==> src/rtl/controller_pkg.sv <==
// Shared encodings for the accumulator CPU: opcodes, sequencer states and the
// control-strobe bundle, used by the controller, ALU and instruction-register stages.
package controller_pkg;

   typedef enum logic [2:0] {
      OP_HLT = 3'b000,
      OP_SKZ = 3'b001,
      OP_ADD = 3'b010,
      OP_AND = 3'b011,
      OP_XOR = 3'b100,
      OP_LDA = 3'b101,
      OP_STO = 3'b110,
      OP_JMP = 3'b111
   } opcode_e;

   typedef enum logic [3:0] {
      S_INST_ADDR  = 4'd0,
      S_INST_FETCH = 4'd1,
      S_INST_LOAD  = 4'd2,
      S_IDLE       = 4'd3,
      S_OP_ADDR    = 4'd4,
      S_OP_FETCH   = 4'd5,
      S_ALU_OP     = 4'd6,
      S_STORE      = 4'd7,
      S_HALTED     = 4'd8
   } state_e;

   typedef struct packed {
      logic sel;
      logic rd;
      logic ld_ir;
      logic inc_pc;
      logic ld_pc;
      logic ld_ac;
      logic data_e;
      logic wr;
      logic halt;
   } ctrl_t;

   localparam ctrl_t CTRL_NONE = '0;

   // Opcodes that read an operand from memory into the accumulator path.
   function automatic logic is_aluop(input opcode_e op);
      return (op == OP_ADD) || (op == OP_AND) || (op == OP_XOR) || (op == OP_LDA);
   endfunction

endpackage

==> src/rtl/controller.sv <==
// Eight-phase instruction sequencer. The opcode is latched once per instruction
// and every strobe is a Moore decode of (state, latched opcode, zero).
module controller
   import controller_pkg::*;
(
   input  logic       clock,
   input  logic       reset,
   input  logic [2:0] opcode,
   input  logic       zero,
   output logic       sel,
   output logic       rd,
   output logic       ld_ir,
   output logic       inc_pc,
   output logic       ld_pc,
   output logic       ld_ac,
   output logic       data_e,
   output logic       wr,
   output logic       halt,
   output logic [3:0] state_out
);

   state_e  state_q, state_d;
   opcode_e op_q, op_d;
   ctrl_t   ctrl;
   logic    aluop;

   always_ff @(posedge clock or negedge reset) begin
      if (!reset) begin
         state_q <= S_INST_ADDR;
         op_q    <= OP_HLT;
      end else begin
         state_q <= state_d;
         op_q    <= op_d;
      end
   end

   // Capture on the edge leaving INST_LOAD; later opcode changes are ignored.
   assign op_d  = (state_q == S_INST_LOAD) ? opcode_e'(opcode) : op_q;
   assign aluop = is_aluop(op_q);

   always_comb begin
      state_d = S_INST_ADDR;
      case (state_q)
         S_INST_ADDR:  state_d = S_INST_FETCH;
         S_INST_FETCH: state_d = S_INST_LOAD;
         S_INST_LOAD:  state_d = S_IDLE;
         S_IDLE:       state_d = S_OP_ADDR;
         S_OP_ADDR:    state_d = (op_q == OP_HLT) ? S_HALTED : S_OP_FETCH;
         S_OP_FETCH:   state_d = S_ALU_OP;
         S_ALU_OP:     state_d = S_STORE;
         S_STORE:      state_d = S_INST_ADDR;
         S_HALTED:     state_d = S_HALTED;
         default:      state_d = S_INST_ADDR;
      endcase
   end

   always_comb begin
      ctrl = CTRL_NONE;
      case (state_q)
         S_INST_ADDR: begin
            ctrl.sel = 1'b1;
         end
         S_INST_FETCH: begin
            ctrl.sel = 1'b1;
            ctrl.rd  = 1'b1;
         end
         S_INST_LOAD, S_IDLE: begin
            ctrl.sel   = 1'b1;
            ctrl.rd    = 1'b1;
            ctrl.ld_ir = 1'b1;
         end
         S_OP_ADDR: begin
            ctrl.inc_pc = 1'b1;
            ctrl.halt   = (op_q == OP_HLT);
         end
         S_OP_FETCH: begin
            ctrl.rd = aluop;
         end
         S_ALU_OP: begin
            ctrl.rd     = aluop;
            ctrl.ld_ac  = aluop;
            ctrl.inc_pc = (op_q == OP_SKZ) && zero;
            ctrl.ld_pc  = (op_q == OP_JMP);
            ctrl.data_e = (op_q == OP_STO);
         end
         S_STORE: begin
            ctrl.rd     = aluop;
            ctrl.ld_ac  = aluop;
            ctrl.inc_pc = (op_q == OP_JMP);
            ctrl.ld_pc  = (op_q == OP_JMP);
            ctrl.wr     = (op_q == OP_STO);
            ctrl.data_e = (op_q == OP_STO);
         end
         S_HALTED: begin
            ctrl.halt = 1'b1;
         end
         default: ctrl = CTRL_NONE;
      endcase
   end

   assign sel       = ctrl.sel;
   assign rd        = ctrl.rd;
   assign ld_ir     = ctrl.ld_ir;
   assign inc_pc    = ctrl.inc_pc;
   assign ld_pc     = ctrl.ld_pc;
   assign ld_ac     = ctrl.ld_ac;
   assign data_e    = ctrl.data_e;
   assign wr        = ctrl.wr;
   assign halt      = ctrl.halt;
   assign state_out = state_q;

endmodule

==> config.mk <==
export PLATFORM = sky130hd
export DESIGN_NAME = controller
export DESIGN_NICKNAME = d
export VERILOG_FILES = /design/src/rtl/controller_pkg.sv /design/src/rtl/controller.sv
export SDC_FILE = /design/constraint.sdc
export NUM_CORES = 1
export LEC_CHECK = 0
export BUFFER_PORTS_ARGS = -buffer_cell sky130_fd_sc_hd__buf_2
export CORE_AREA = 5 5 42 44
export DETAILED_ROUTE_END_ITERATION = 16
export DIE_AREA = 0 0 47 49
export PLACE_DENSITY = 0.56
export SETUP_SLACK_MARGIN = 0.3
export SLEW_MARGIN = 20
export SYNTH_ARGS = -nofsm -noshare
export SYNTH_HDL_FRONTEND = slang
export SYNTH_SLANG_ARGS = --single-unit
==> constraint.sdc <==
create_clock -name clock -period 3.2 [get_ports clock]
set_input_delay 0.48 -clock clock [delete_from_list [all_inputs] [get_ports clock]]
set_output_delay 0.48 -clock clock [all_outputs]
set_load 0.01 [all_outputs]
==> out/qor.txt <==
CP max-delay cell = or4b_1
Share of layout cells above drive strength 1 = 39.34%
Iter 0 DRT Violations = 4
Part of the cycle the worst path needs = 70.76%
Largest net degree at the start of global routing = 12
Leading area contributor after synthesis = dfrtp_1
Setup Skew = 0.0006514 ns
CP arrival = 1.78 ns
GRT Total Usage = 10.13%
Min Tclk post-route = 2.264 ns
Multi-input gate area = 227.7 sq um
Synth top area share = 41.54%
Crit path cell chain = or4b_1, mux2_4, nor3_2, buf_2
Warnings from Yosys = 0
H-tree level count = 1
# IOs = 19
First-pass GRT wire length = 1690 um
Placed Area = 513.0 sq um
Initial antenna violation count = 0
CTS Buf Count = 3
Leakage = 0.2549 nW
Total power = 0.0005665 W
Register area share after synthesis = 41.54%
TritonCTS Sinks = 7
Endpoints failing setup = 0
Reg-to-Reg End = op_q[0]
Area Overhead vs Synth = 27.89%
Crit path kind = reg2out
TritonCTS clock tree = yes
Final hold viol count = 0
WP buf/inv = 1
Final Cell Area = 539.3 sq um
Die footprint = 2303 sq um
Startpoint Class = register
Row cnt = 14
Slew headroom = 73.99%
Total negative slack = 0 ns
Die X-Extent = 47 um
Worst EP required = 2.72 ns
Clk_lat worst skew = 0.25 ns
Post-DR vias/cell = 4.844
FF-to-FF Start = state_out[1]
DR DRC count = 0
Drt total wl = 972 um
Fmax = 0.4416 GHz
Critical Path Stages = 4
Syn_area_per_cell = 9.806 sq um
Routed Antenna Nets = 0
Min-Delay Path Class = in2async
Post-Route Utilization = 38.48%
Gate Count Post-Synth = 43
Clk Tree Root Cell = clkbuf_4
Worst Reg-to-Reg Cells = 3
Setup bufs post-CTS = 0
Worst Setup SP = op_q[2]
Cell area after synthesis = 421.7 sq um
Reg clk slew, reported paths = 0.05 ns
Die H = 49 um
CP max FO = 7
Max cap viols = 0
Peak per-stage delay on the critical path = 0.56 ns
Post-synth cell types = 20
Via count = 373
Filler cells = 147
Vias in the first global route = 358
Setup crit end kind = primary output
CP delay by family, top = simple AND/OR/NAND/NOR gates
Peak supply drop = 0.3644 mV
# hold bufs at CTS = 0
Synth area leaders = dfrtp_1, mux2_1, nor2_1
Slew @ Worst Pin = 0.3901 ns
# nets final = 68
Register area = 175.2 sq um
Core Region = 1401 sq um
CP endpoint = halt
Synth Register Bits = 7
RSZ-0062 raised after global routing = false
RD Place Congestion = 0.7409
Starting density of the core = 30.09%
Pins Over Slew Limit = 0
Post-cts resize count = 0
Global route overflow = 0
N_diodes = 0
Syn_nets = 49
Clock Tree Buf Depth = 2
Status = finished clean
DR WL/cell = 12.62 um
Pre-antenna DRT Iters = 4
Reg-to-reg slack, setup = 1.64 ns
Port Buffers = 18
Power density over cell area = 1051 nW/um^2
-- stage by stage --
stage,std cells,setup WS [ns],hold slack [ns]
after floorplan,43,1.256,0.1844
after global placement,73,1.219,0.3233
after detailed placement,73,1.199,0.3281
after CTS,77,0.9202,0.04903
after global routing,77,0.8554,0.04106
final,77,0.9355,0.05030
-- metal layers --
metal,up-vias,global-route usage (%),wire [um]
li1,187,-,-
met1,169,12.98,442
met2,15,13.80,439
met3,2,5.535,78
met4,0,4.147,11
met5,-,0,0
-- cells in the mapped netlist --
master,number
a211oi_1,2
a32o_1,1
and2_1,1
and2b_1,1
buf_2,3
clkbuf_1,1
dfrtp_1,7
mux2_1,3
mux2_4,1
nand2_1,3
nand3_1,1
nand3b_1,1
nor2_1,6
nor3_1,3
nor3_2,2
nor3b_1,2
o31ai_1,1
or4b_1,1
xnor2_1,2
xor2_1,1
-- state kept, by name, summed over array words and instances (netlist names) --
name,count
state_out,4
op_q,3
-- worst min path at each step --
stage | slack, ns | to | startpoint | cells past startpoint
final | 0.05 | op_q[2] | reset | 1
after global routing | 0.04 | state_out[3] | reset | 1
after CTS | 0.05 | state_out[2] | reset | 1
after detailed placement | 0.33 | op_q[0] | reset | 1
after global placement | 0.32 | op_q[0] | reset | 1
after floorplan | 0.18 | op_q[0] | reset | 0
-- worst register-to-register path, cell delays in order (launching register included) --
cell and delay (ns):
dfrtp_1 0.57, nor3b_1 0.31, and2b_1 0.23, mux2_1 0.33
-- placed cells by master (no fill, tap or decap), drive strengths merged --
cell type and count:
and2b 1, xnor2 2, nor3 5, nor3b 2
clkbuf 4, nand3 1, or4b 1, nand2 3
nand3b 1, dfrtp 7, mux2 4, and2 1
xor2 1, nor2 6, a32o 1, buf 18
o31ai 1, a211oi 2
-- logic make-up (layout without fill, tap and decap cells) --
kind of cell,Yosys count,in the layout,share of synthesized area [%]
AND/OR/NAND/NOR,21,21,28.49
flip-flops,7,7,41.54
AO/OA/AOI/OAI,4,4,7.715
multiplexers,4,4,11.57
buffers and inverters,4,22,4.449
XOR/XNOR,3,3,6.233
-- report_power, final --
| group | total [W] | internal (W) | switching [W] |
|---|---|---|---|
| registers | 0.000228 | 0.000130 | 0.0000973 |
| clock network | 0.0000817 | 0.0000477 | 0.0000341 |
| logic | 0.000257 | 0.000136 | 0.000121 |
-- area by class of cell --
cell class,count,share of cell area (%)
clock buffer,4,4.872
multi-input combinational,32,42.23
sequential,7,32.48
tap,16,3.712
timing repair buffer,18,16.71
Power figures use the tool's default switching activity.
